File: config.mk
export PLATFORM = sky130hd
export DESIGN_NAME = flag_cond_unit
export DESIGN_NICKNAME = d
export VERILOG_FILES = /design/src/rtl/flag_cond_unit.sv
export SDC_FILE = /design/constraint.sdc
export NUM_CORES = 1
export LEC_CHECK = 0
export CAP_MARGIN = 10
export CORE_MARGIN = 8
export CORE_UTILIZATION = 35
export CTS_CLUSTER_DIAMETER = 80
export DETAILED_ROUTE_END_ITERATION = 8
export PLACE_DENSITY = 0.77
export SYNTH_ARGS = -nofsm -noshare
export SYNTH_HDL_FRONTEND = slang
export SYNTH_SLANG_ARGS = --single-unit
File: constraint.sdc
create_clock -name clk -period 2.1 [get_ports clk]
set_clock_uncertainty 0.1 [all_clocks]
set_input_delay 0.21 -clock clk [delete_from_list [all_inputs] [get_ports clk]]
set_output_delay 0.21 -clock clk [all_outputs]
set_load 0.1 [all_outputs]
File: src/rtl/flag_cond_unit.sv
// -----------------------------------------------------------------------------
// flag_cond_unit
//   Consumer end of the ALU flag interface. Captures NZCV from flag-setting EX
//   instructions into an architectural register, resolves B / B.cond / CBZ in
//   the ID stage (forwarding EX flags when a flag-setter sits directly ahead),
//   issues a registered one-cycle redirect and squashes the single shadow
//   instruction fetched behind a taken branch.
//
// Ports:
//   clk            pipeline clock, rising edge
//   reset          asynchronous, active-high
//   alu_negative   EX-stage ALU N flag
//   alu_zero       EX-stage ALU Z flag
//   alu_overflow   EX-stage ALU V flag
//   alu_carry_out  EX-stage ALU C flag
//   ex_valid       EX holds a live instruction
//   ex_set_flags   EX instruction writes NZCV
//   id_valid       ID holds a live instruction
//   id_br_type     00 none, 01 B, 10 B.cond, 11 CBZ
//   id_cond        ARM condition code for B.cond
//   id_rt_zero     forwarded Rt==0 for CBZ
//   flags_q        architectural flags {N,Z,C,V}
//   br_taken       registered redirect to fetch, one-cycle pulse
//   squash         current ID instruction is a shadow and must be flushed
//   taken_cnt      saturating count of taken branches
// -----------------------------------------------------------------------------
module flag_cond_unit #(
  parameter int CNT_W = 16
) (
  input  logic             clk,
  input  logic             reset,
  input  logic             alu_negative,
  input  logic             alu_zero,
  input  logic             alu_overflow,
  input  logic             alu_carry_out,
  input  logic             ex_valid,
  input  logic             ex_set_flags,
  input  logic             id_valid,
  input  logic [1:0]       id_br_type,
  input  logic [3:0]       id_cond,
  input  logic             id_rt_zero,
  output logic [3:0]       flags_q,
  output logic             br_taken,
  output logic             squash,
  output logic [CNT_W-1:0] taken_cnt
);

  typedef enum logic {
    ST_RUN    = 1'b0,
    ST_SHADOW = 1'b1
  } state_t;

  localparam logic [1:0] BR_NONE = 2'b00;
  localparam logic [1:0] BR_B    = 2'b01;
  localparam logic [1:0] BR_COND = 2'b10;
  localparam logic [1:0] BR_CBZ  = 2'b11;

  localparam logic [CNT_W-1:0] CNT_ONE = {{(CNT_W-1){1'b0}}, 1'b1};
  localparam logic [CNT_W-1:0] CNT_MAX = {CNT_W{1'b1}};

  state_t           state_q, state_d;
  logic             br_taken_q, br_taken_d;
  logic             squash_ex_q;
  logic [3:0]       flags_d;
  logic [CNT_W-1:0] cnt_q, cnt_d;

  logic       ex_flag_wr;
  logic [3:0] ex_flags;
  logic [3:0] eff_flags;
  logic       f_n, f_z, f_c, f_v;
  logic       cond_true;
  logic       take;

  // An EX instruction only counts as a flag writer if it is not the shadow of
  // a taken branch; the same qualifier gates both capture and forwarding.
  assign ex_flag_wr = ex_valid & ex_set_flags & ~squash_ex_q;
  assign ex_flags   = {alu_negative, alu_zero, alu_carry_out, alu_overflow};
  assign eff_flags  = ex_flag_wr ? ex_flags : flags_q;
  assign flags_d    = eff_flags;

  assign f_n = eff_flags[3];
  assign f_z = eff_flags[2];
  assign f_c = eff_flags[1];
  assign f_v = eff_flags[0];

  // ARM condition code evaluation on the effective (possibly forwarded) flags
  always_comb begin
    cond_true = 1'b0;
    unique case (id_cond)
      4'b0000: cond_true = f_z;
      4'b0001: cond_true = ~f_z;
      4'b0010: cond_true = f_c;
      4'b0011: cond_true = ~f_c;
      4'b0100: cond_true = f_n;
      4'b0101: cond_true = ~f_n;
      4'b0110: cond_true = f_v;
      4'b0111: cond_true = ~f_v;
      4'b1000: cond_true = f_c & ~f_z;
      4'b1001: cond_true = ~f_c | f_z;
      4'b1010: cond_true = (f_n == f_v);
      4'b1011: cond_true = (f_n != f_v);
      4'b1100: cond_true = ~f_z & (f_n == f_v);
      4'b1101: cond_true = f_z | (f_n != f_v);
      default: cond_true = 1'b1;
    endcase
  end

  // ID branch decision; a shadow instruction can never be taken
  always_comb begin
    take = 1'b0;
    if (id_valid && !squash) begin
      unique case (id_br_type)
        BR_B:    take = 1'b1;
        BR_COND: take = cond_true;
        BR_CBZ:  take = id_rt_zero;
        BR_NONE: take = 1'b0;
        default: take = 1'b0;
      endcase
    end
  end

  // FSM: state register
  always_ff @(posedge clk or posedge reset) begin
    if (reset) begin
      state_q <= ST_RUN;
    end else begin
      state_q <= state_d;
    end
  end

  // FSM: next state. SHADOW lasts exactly one cycle whatever ID holds.
  always_comb begin
    state_d = state_q;
    unique case (state_q)
      ST_RUN:    if (take) state_d = ST_SHADOW;
      ST_SHADOW: state_d = ST_RUN;
      default:   state_d = ST_RUN;
    endcase
  end

  // FSM: outputs
  always_comb begin
    squash     = (state_q == ST_SHADOW);
    br_taken_d = take;
  end

  // Count one per redirect pulse, sticking at all-ones
  always_comb begin
    cnt_d = cnt_q;
    if (br_taken_q && (cnt_q != CNT_MAX)) begin
      cnt_d = cnt_q + CNT_ONE;
    end
  end

  // Datapath registers
  always_ff @(posedge clk or posedge reset) begin
    if (reset) begin
      flags_q     <= 4'b0000;
      br_taken_q  <= 1'b0;
      squash_ex_q <= 1'b0;
      cnt_q       <= '0;
    end else begin
      flags_q     <= flags_d;
      br_taken_q  <= br_taken_d;
      squash_ex_q <= squash;
      cnt_q       <= cnt_d;
    end
  end

  assign br_taken  = br_taken_q;
  assign taken_cnt = cnt_q;

endmodule

### Yosys cells after proc, flatten, opt, wreduce, memory -nomap -nowiden

Cells that the tools add are included.

| word-level totals | value |
|---|---|
| bits in registers | 23 |
| bits of input ports | 16 |
| word-level logic and storage cells | 48 |

| operators by class | value |
|---|---|
| add/sub/neg operators | 1 |
| equal/unequal tests | 19 |
| muxes and demuxes | 6 |
| bitwise gates (word level) | 12 |
| reduce and logical (&&, ||, !) cells | 5 |

Operators with widths:

| operator | number |
|---|---|
| $eq 4x4->1 const B | 6 |
| $add 16x1->16 const B | 1 |
| $eq 4x3->1 const B | 4 |
| $ne 16x16->1 const B | 1 |
| $pmux 1 s14 | 1 |
| $eq 4x2->1 const B | 2 |
| $not 1->1 | 6 |
| $and 1x1->1 | 4 |
| $eq 2x2->1 const B | 2 |
| $eq 4x1->1 const B | 1 |
| $logic_not 4->1 | 1 |
| $mux 4 | 1 |
| $pmux 1 s4 | 1 |
| $eq 2x1->1 const B | 1 |
| $logic_and 1x1->1 | 2 |
| $logic_not 2->1 | 1 |
| $mux 1 | 2 |
| $or 1x1->1 | 2 |
| $pmux 1 s2 | 1 |
| $eq 1x1->1 | 1 |
| $logic_not 1->1 | 1 |
| $ne 1x1->1 | 1 |

### Logic depth before layout (Yosys ltp)

| logic depth | value |
|---|---|
| word-level depth | 10 |
| mapped depth | 7 |
| gate-level depth less buffers | 6 |

### Worst setup path before layout

No wires, ideal clock.

| path | value |
|---|---|
| kind | register to register |
| start point | register cnt_q[4] (netlist: taken_cnt[4]) |
| end point | register cnt_q[15] (netlist: taken_cnt[15]) |
| library setup time | 0.163 ns |
| data arrival time | 2.382 ns |
| data required time | 1.837 ns |
| setup slack | -0.545 ns |
| stages on the path, launching flop included | 7 |
| path buffers | 0 |
| period minus slack after synthesis | 2.645 ns |
| cell sequence | dfrtp_1 -> and4_1 -> nand4_1 -> o31ai_4 -> nor2_2 -> and4_1 -> xor2_1 |

| on the way | value |
|---|---|
| word-level cells in the longest chain between the ends | 2 |
| elaborated cells between the ends (all ways) | 3 |
| classes of those cells | add/sub (1); eq/ne (1); reduce/logical (1) |

Ends and longest elaborated chain:

| item | RTL line | text |
|---|---|---|
| start, declared | 65 | `logic [CNT_W-1:0] cnt_q, cnt_d;` |
| start signal, assigned | 166 | `cnt_q <= cnt_d;` |
| branches (longest 2 deep; another with $add 16x1->16) | - |  |

Parallel ways; which one is timed is not known.
A chain may end at the register's enable or synchronous reset.

### Worst setup path after layout

| path | value |
|---|---|
| start point | register squash_ex_q |
| end point | register state_q (netlist: squash) |

| on the way | value |
|---|---|
| word-level cells in the longest chain between the ends | 10 |
| elaborated cells between the ends (all ways) | 18 |
| classes of those cells | eq/ne (2); mux (6); bitwise (10) |

Ends and longest elaborated chain:

| item | RTL line | text |
|---|---|---|
| start, declared | 63 | `logic squash_ex_q;` |
| start signal, assigned | 165 | `squash_ex_q <= squash;` |
| $not 1->1 * | 76 | `assign ex_flag_wr = ex_valid & ex_set_flags & ~squash_ex_q;` |
| $and 1x1->1 * | 76 |  |
| $mux 4 * | 78 | `assign eff_flags = ex_flag_wr ? ex_flags : flags_q;` |
| $ne 1x1->1, or another cell as far along | 101, 103 |  |
| $or 1x1->1, or another cell as far along | 103 | `4'b1101: cond_true = f_z \| (f_n != f_v);` |
| $pmux 1 s14 * | 89 | `unique case (id_cond)` |
| $pmux 1 s4 * | 112 | `unique case (id_br_type)` |
| $mux 1 * | 111 | `if (id_valid && !squash) begin` |
| $mux 1 * | 135 | `ST_RUN: if (take) state_d = ST_SHADOW;` |
| $pmux 1 s2 * | 134 | `unique case (state_q)` |
| via state_d | 61 | `state_t state_q, state_d;` |
| end signal, assigned | 127 | `state_q <= state_d;` |
| end, declared | 61 |  |

Mark *: on every way through the listed nets, which the timed path passes. The rest lies on a longest branch.

==> flow_results.org <==
** Synthesis
- Share of Yosys cell area claimed by the top area cell type :: 46.6%
- In the synthesized netlist the dominant register cell turns out to be sky130_fd_sc_hd__dfrtp_1.
- Post-Synthesis Mean Instance Area :: 10.3 µm²
- In the synthesized netlist, the cells that appear most often are 23 x sky130_fd_sc_hd__dfrtp_1, 21 x sky130_fd_sc_hd__nand2_1, 14 x sky130_fd_sc_hd__xnor2_1, 6 x sky130_fd_sc_hd__nand4_1.
- Fraction of registers with async set or reset after synthesis :: 100%
- Yosys Warn Count :: 0
- In this run, synthesis inferred 0 flip-flops with an integrated enable.
- Share of synthesized area occupied by flip-flops and latches :: 46.6%
- In the post-synthesis netlist, the biggest area contributors are sky130_fd_sc_hd__dfrtp_1 47%, sky130_fd_sc_hd__xnor2_1 9.9%, sky130_fd_sc_hd__nand2_1 6.4%.
- Synthesis produced a netlist whose cell count is 120.
- In this run the cell area of the synthesized design comes to 1240 µm².
- sky130_fd_sc_hd__dfrtp_1 is the most common cell in the netlist.
- Number of distinct library cells after synthesis :: 33
- The largest total area in the synthesized netlist belongs to sky130_fd_sc_hd__dfrtp_1.
- Flop and latch count out of synthesis :: 23
- The number of nets handed over by synthesis was 137.

** Drt
- DRT iter0 DRCs :: 85
- Avg WL per Cell :: 13.8 µm
- Once detail routing completed, the nets flagged for antenna violations numbered 0.
- Avg Vias per Cell :: 5.07
- The first detailed-routing pass took 4 iterations.
- Number of vias in the routed layout :: 1086
- Post-detailed-routing wire length :: 2960 µm
- Post-route DRC :: 0

** Cells and area
- Of the cells placed in the final design, the portion with a size suffix greater than 1 is 35.1%.
- Sequential cell area :: 607 µm²
- At the end of the flow, the number of nets in the layout was 186.
- Antenna diode count :: 0
- The area growth from synthesis to layout is 39.5%.
- Counting the fill cells in the layout gives 340.
- Final Instance Area :: 1720 µm²
- Summing all multi-input logic gate instances after layout gives 636 µm².

** Worst hold path
- Path type of the worst min-delay path :: input pin to async pin

** Clock network
- Number of levels the H-tree was split into :: 1
- In this run, post-CTS repair resized a total of 0 instances.
- Clock tree from TritonCTS :: done
- Root Buffer Master :: sky130_fd_sc_hd__clkbuf_4
- Clock sink count :: 23
- Clock-pin slew on the worst setup and hold paths :: 0.12 ns
- Number of buffers created by CTS :: 3
- After clock tree synthesis, the flow added hold-fix buffers numbering 0.
- Post-CTS Setup Inserts :: 0
- Largest buffer count on any clock path :: 2
- The later pin in the worst-skew pair is clocked with a latency of 0.30 ns.

** Setup path
- Worst R2R Setup Slack :: 0.02 ns
- The critical path is of the flop to flop type.
- STA classifies the critical path startpoint as a flop.
- Worst path required time :: 2.18 ns
- R2R depth :: 7
- The worst setup path is captured at a flop.
- Along the worst path, the maximum fanout reaches 7.
- Crit Reg-Reg Startpoint :: squash_ex_q$_DFF_PP0_
- Crit path arrival time :: 2.16 ns
- Worst flop-to-flop path endpoint :: squash$_DFF_PP0_

** Placed design
- Port Buffers :: 37
- The congestion estimate from routability-driven global placement came to 0.824.
- Worst slack at placement :: -0.253 ns
- Detailed Place HPWL :: 2410 µm
- Standard cell area after detailed placement :: 1690 µm²

** Job
- Max-cap violations in this run came to 0.

** STA
- Highest Clock Rate :: 0.481 GHz
- Setup violations remaining at the end of the flow were counted as 0.
- Fin Hold WS :: 0.130 ns
- The number of max-slew violations in the final report came to 0.
- Unrepaired setup endpoints after global routing :: yes
- For the pin with the worst max-slew slack, the measured transition is 0.749 ns.
- Worst slew slack as a fraction of its limit :: 49.4%
- Shortest period the worst path allows :: 2.08 ns
- Setup tns final :: 0 ns
- Final period util :: 99.1%
- Final Hold Viols :: 0
- After layout, the worst setup slack is 0.0198 ns.

** Die
- Starting utilization of the core area :: 36.8%
- Die outline height :: 75.4 µm
- Die width :: 75.4 µm
- The initialized floorplan defines 21 standard-cell rows.
- In this run the standard cell core region covers 3360 µm².
- In this run the count of I/O pins placed on the die edge is 38.
- The floorplan step defined a die boundary enclosing 5690 µm².

** Global routing
- The total overflow left after global routing is 0.
- In the global route stage, overall resource usage came out at 11.2%.
- The first global-routing pass estimated 4950 µm of wire.
- Number of global-route vias before repair :: 1130
- Pin count of the biggest net entering global routing :: 24
- The initial antenna violation count came to 0.

** Power and ir drop
- The analysis attributes to cell leakage a power of 0.778 nW.
- Power spread over the standard cell area amounts to 935 nW/µm².
- Worst voltage drop across the vdd grid :: 0.429 mV

** Status
- Status :: finished clean
layout by cell type (no fill, tap or decap):
cell and count:
sky130_fd_sc_hd__o311ai_0 1, sky130_fd_sc_hd__xnor2_1 14, sky130_fd_sc_hd__o31ai_4 1, sky130_fd_sc_hd__nor2_2 1
sky130_fd_sc_hd__ha_1 1, sky130_fd_sc_hd__clkdlybuf4s50_1 15, sky130_fd_sc_hd__and3_1 4, sky130_fd_sc_hd__mux2i_1 2
sky130_fd_sc_hd__nand2b_1 2, sky130_fd_sc_hd__o22ai_1 1, sky130_fd_sc_hd__and4_4 1, sky130_fd_sc_hd__a21oi_1 3
sky130_fd_sc_hd__xor2_1 3, sky130_fd_sc_hd__a41oi_1 1, sky130_fd_sc_hd__clkbuf_4 3, sky130_fd_sc_hd__and3b_1 1
sky130_fd_sc_hd__nand4_1 6, sky130_fd_sc_hd__a21oi_2 2, sky130_fd_sc_hd__a31oi_1 1, sky130_fd_sc_hd__a32o_1 1
sky130_fd_sc_hd__dfrtp_1 6, sky130_fd_sc_hd__buf_4 31, sky130_fd_sc_hd__and4_1 2, sky130_fd_sc_hd__nand3_1 4
sky130_fd_sc_hd__nor2b_1 1, sky130_fd_sc_hd__dfrtp_2 13, sky130_fd_sc_hd__nand2_1 21, sky130_fd_sc_hd__or3b_2 1
sky130_fd_sc_hd__or3_1 2, sky130_fd_sc_hd__o31ai_1 1, sky130_fd_sc_hd__o21ai_0 1, sky130_fd_sc_hd__mux4_2 2
sky130_fd_sc_hd__a2111oi_0 1, sky130_fd_sc_hd__nor2_1 5, sky130_fd_sc_hd__inv_1 4, sky130_fd_sc_hd__nand3b_1 4
sky130_fd_sc_hd__dfrtp_4 4, sky130_fd_sc_hd__clkbuf_1 1
worst max-delay path by stage:
stage                             start                   endpoint  cells past startpoint
4_1_cts           squash_ex_q$_DFF_PP0_         br_taken$_DFF_PP0_                      6
5_1_grt           squash_ex_q$_DFF_PP0_           squash$_DFF_PP0_                      6
3_5_place_dp               ex_set_flags           squash$_DFF_PP0_                      7
3_3_place_gp               ex_set_flags         br_taken$_DFF_PP0_                      7
6_report          squash_ex_q$_DFF_PP0_           squash$_DFF_PP0_                      7
2_1_floorplan  taken_cnt[3]$_DFFE_PP0P_  taken_cnt[15]$_DFFE_PP0P_                      5
state kept, by name (all words and copies together), names as in the netlist:
name and cells:
br_taken 1, flags_q 4, squash 1, squash_ex_q 1, taken_cnt 16
final cells by class:
| cell class | count | area share [%] |
|---|---|---|
| clock buffer | 4 | 1.52 |
| inverter | 4 | 0.871 |
| multi-input combinational | 91 | 36.9 |
| sequential | 23 | 35.2 |
| tap | 46 | 3.34 |
| timing repair buffer | 46 | 22.2 |
layer usage:
layer	vias to the layer above	wire [µm]	global-route usage, %
met3	4	245	3.42
met5	-	0	0
met1	517	1270	13.0
met4	0	27	4.69
met2	42	1410	18.6
li1	523	-	-
report_power, final:
part | internal, W | switching (W) | total, W
logic | 0.000218 | 0.000599 | 0.000816
clock network | 0.0000739 | 0.000124 | 0.000198
registers | 0.000515 | 0.0000844 | 0.000599
critical path: stages, from the launching register on:
cell and delay [ns]:
sky130_fd_sc_hd__dfrtp_1 0.41, sky130_fd_sc_hd__and3b_1 0.25, sky130_fd_sc_hd__buf_4 0.13, sky130_fd_sc_hd__buf_4 0.14, sky130_fd_sc_hd__or3_1 0.11, sky130_fd_sc_hd__o31ai_1 0.07, sky130_fd_sc_hd__o311ai_0 0.64, sky130_fd_sc_hd__a21oi_2 0.11
stage by stage:
stage,std cells,utilization [%],power (W)
finish,214,51.3,0.00161
global route,214,51.3,0.00170
CTS,214,51.1,0.00162
detailed placement,210,50.3,0.00142
global placement,210,50.3,0.00140
floorplan,120,-,0.00121
kinds of logic (layout without fill, tap and decap cells):
| kind of cell | after synthesis | count (layout) | share of synthesized area [%] |
|---|---|---|---|
| compound gates | 14 | 14 | 8.71 |
| xor+xnor | 17 | 17 | 12.0 |
| fa+ha+maj | 1 | 1 | 1.01 |
| buf+inv | 6 | 54 | 2.53 |
| flops | 23 | 23 | 46.6 |
| mux | 4 | 4 | 5.57 |
| simple gates | 55 | 55 | 23.6 |
(Power assumes the default switching activity.)
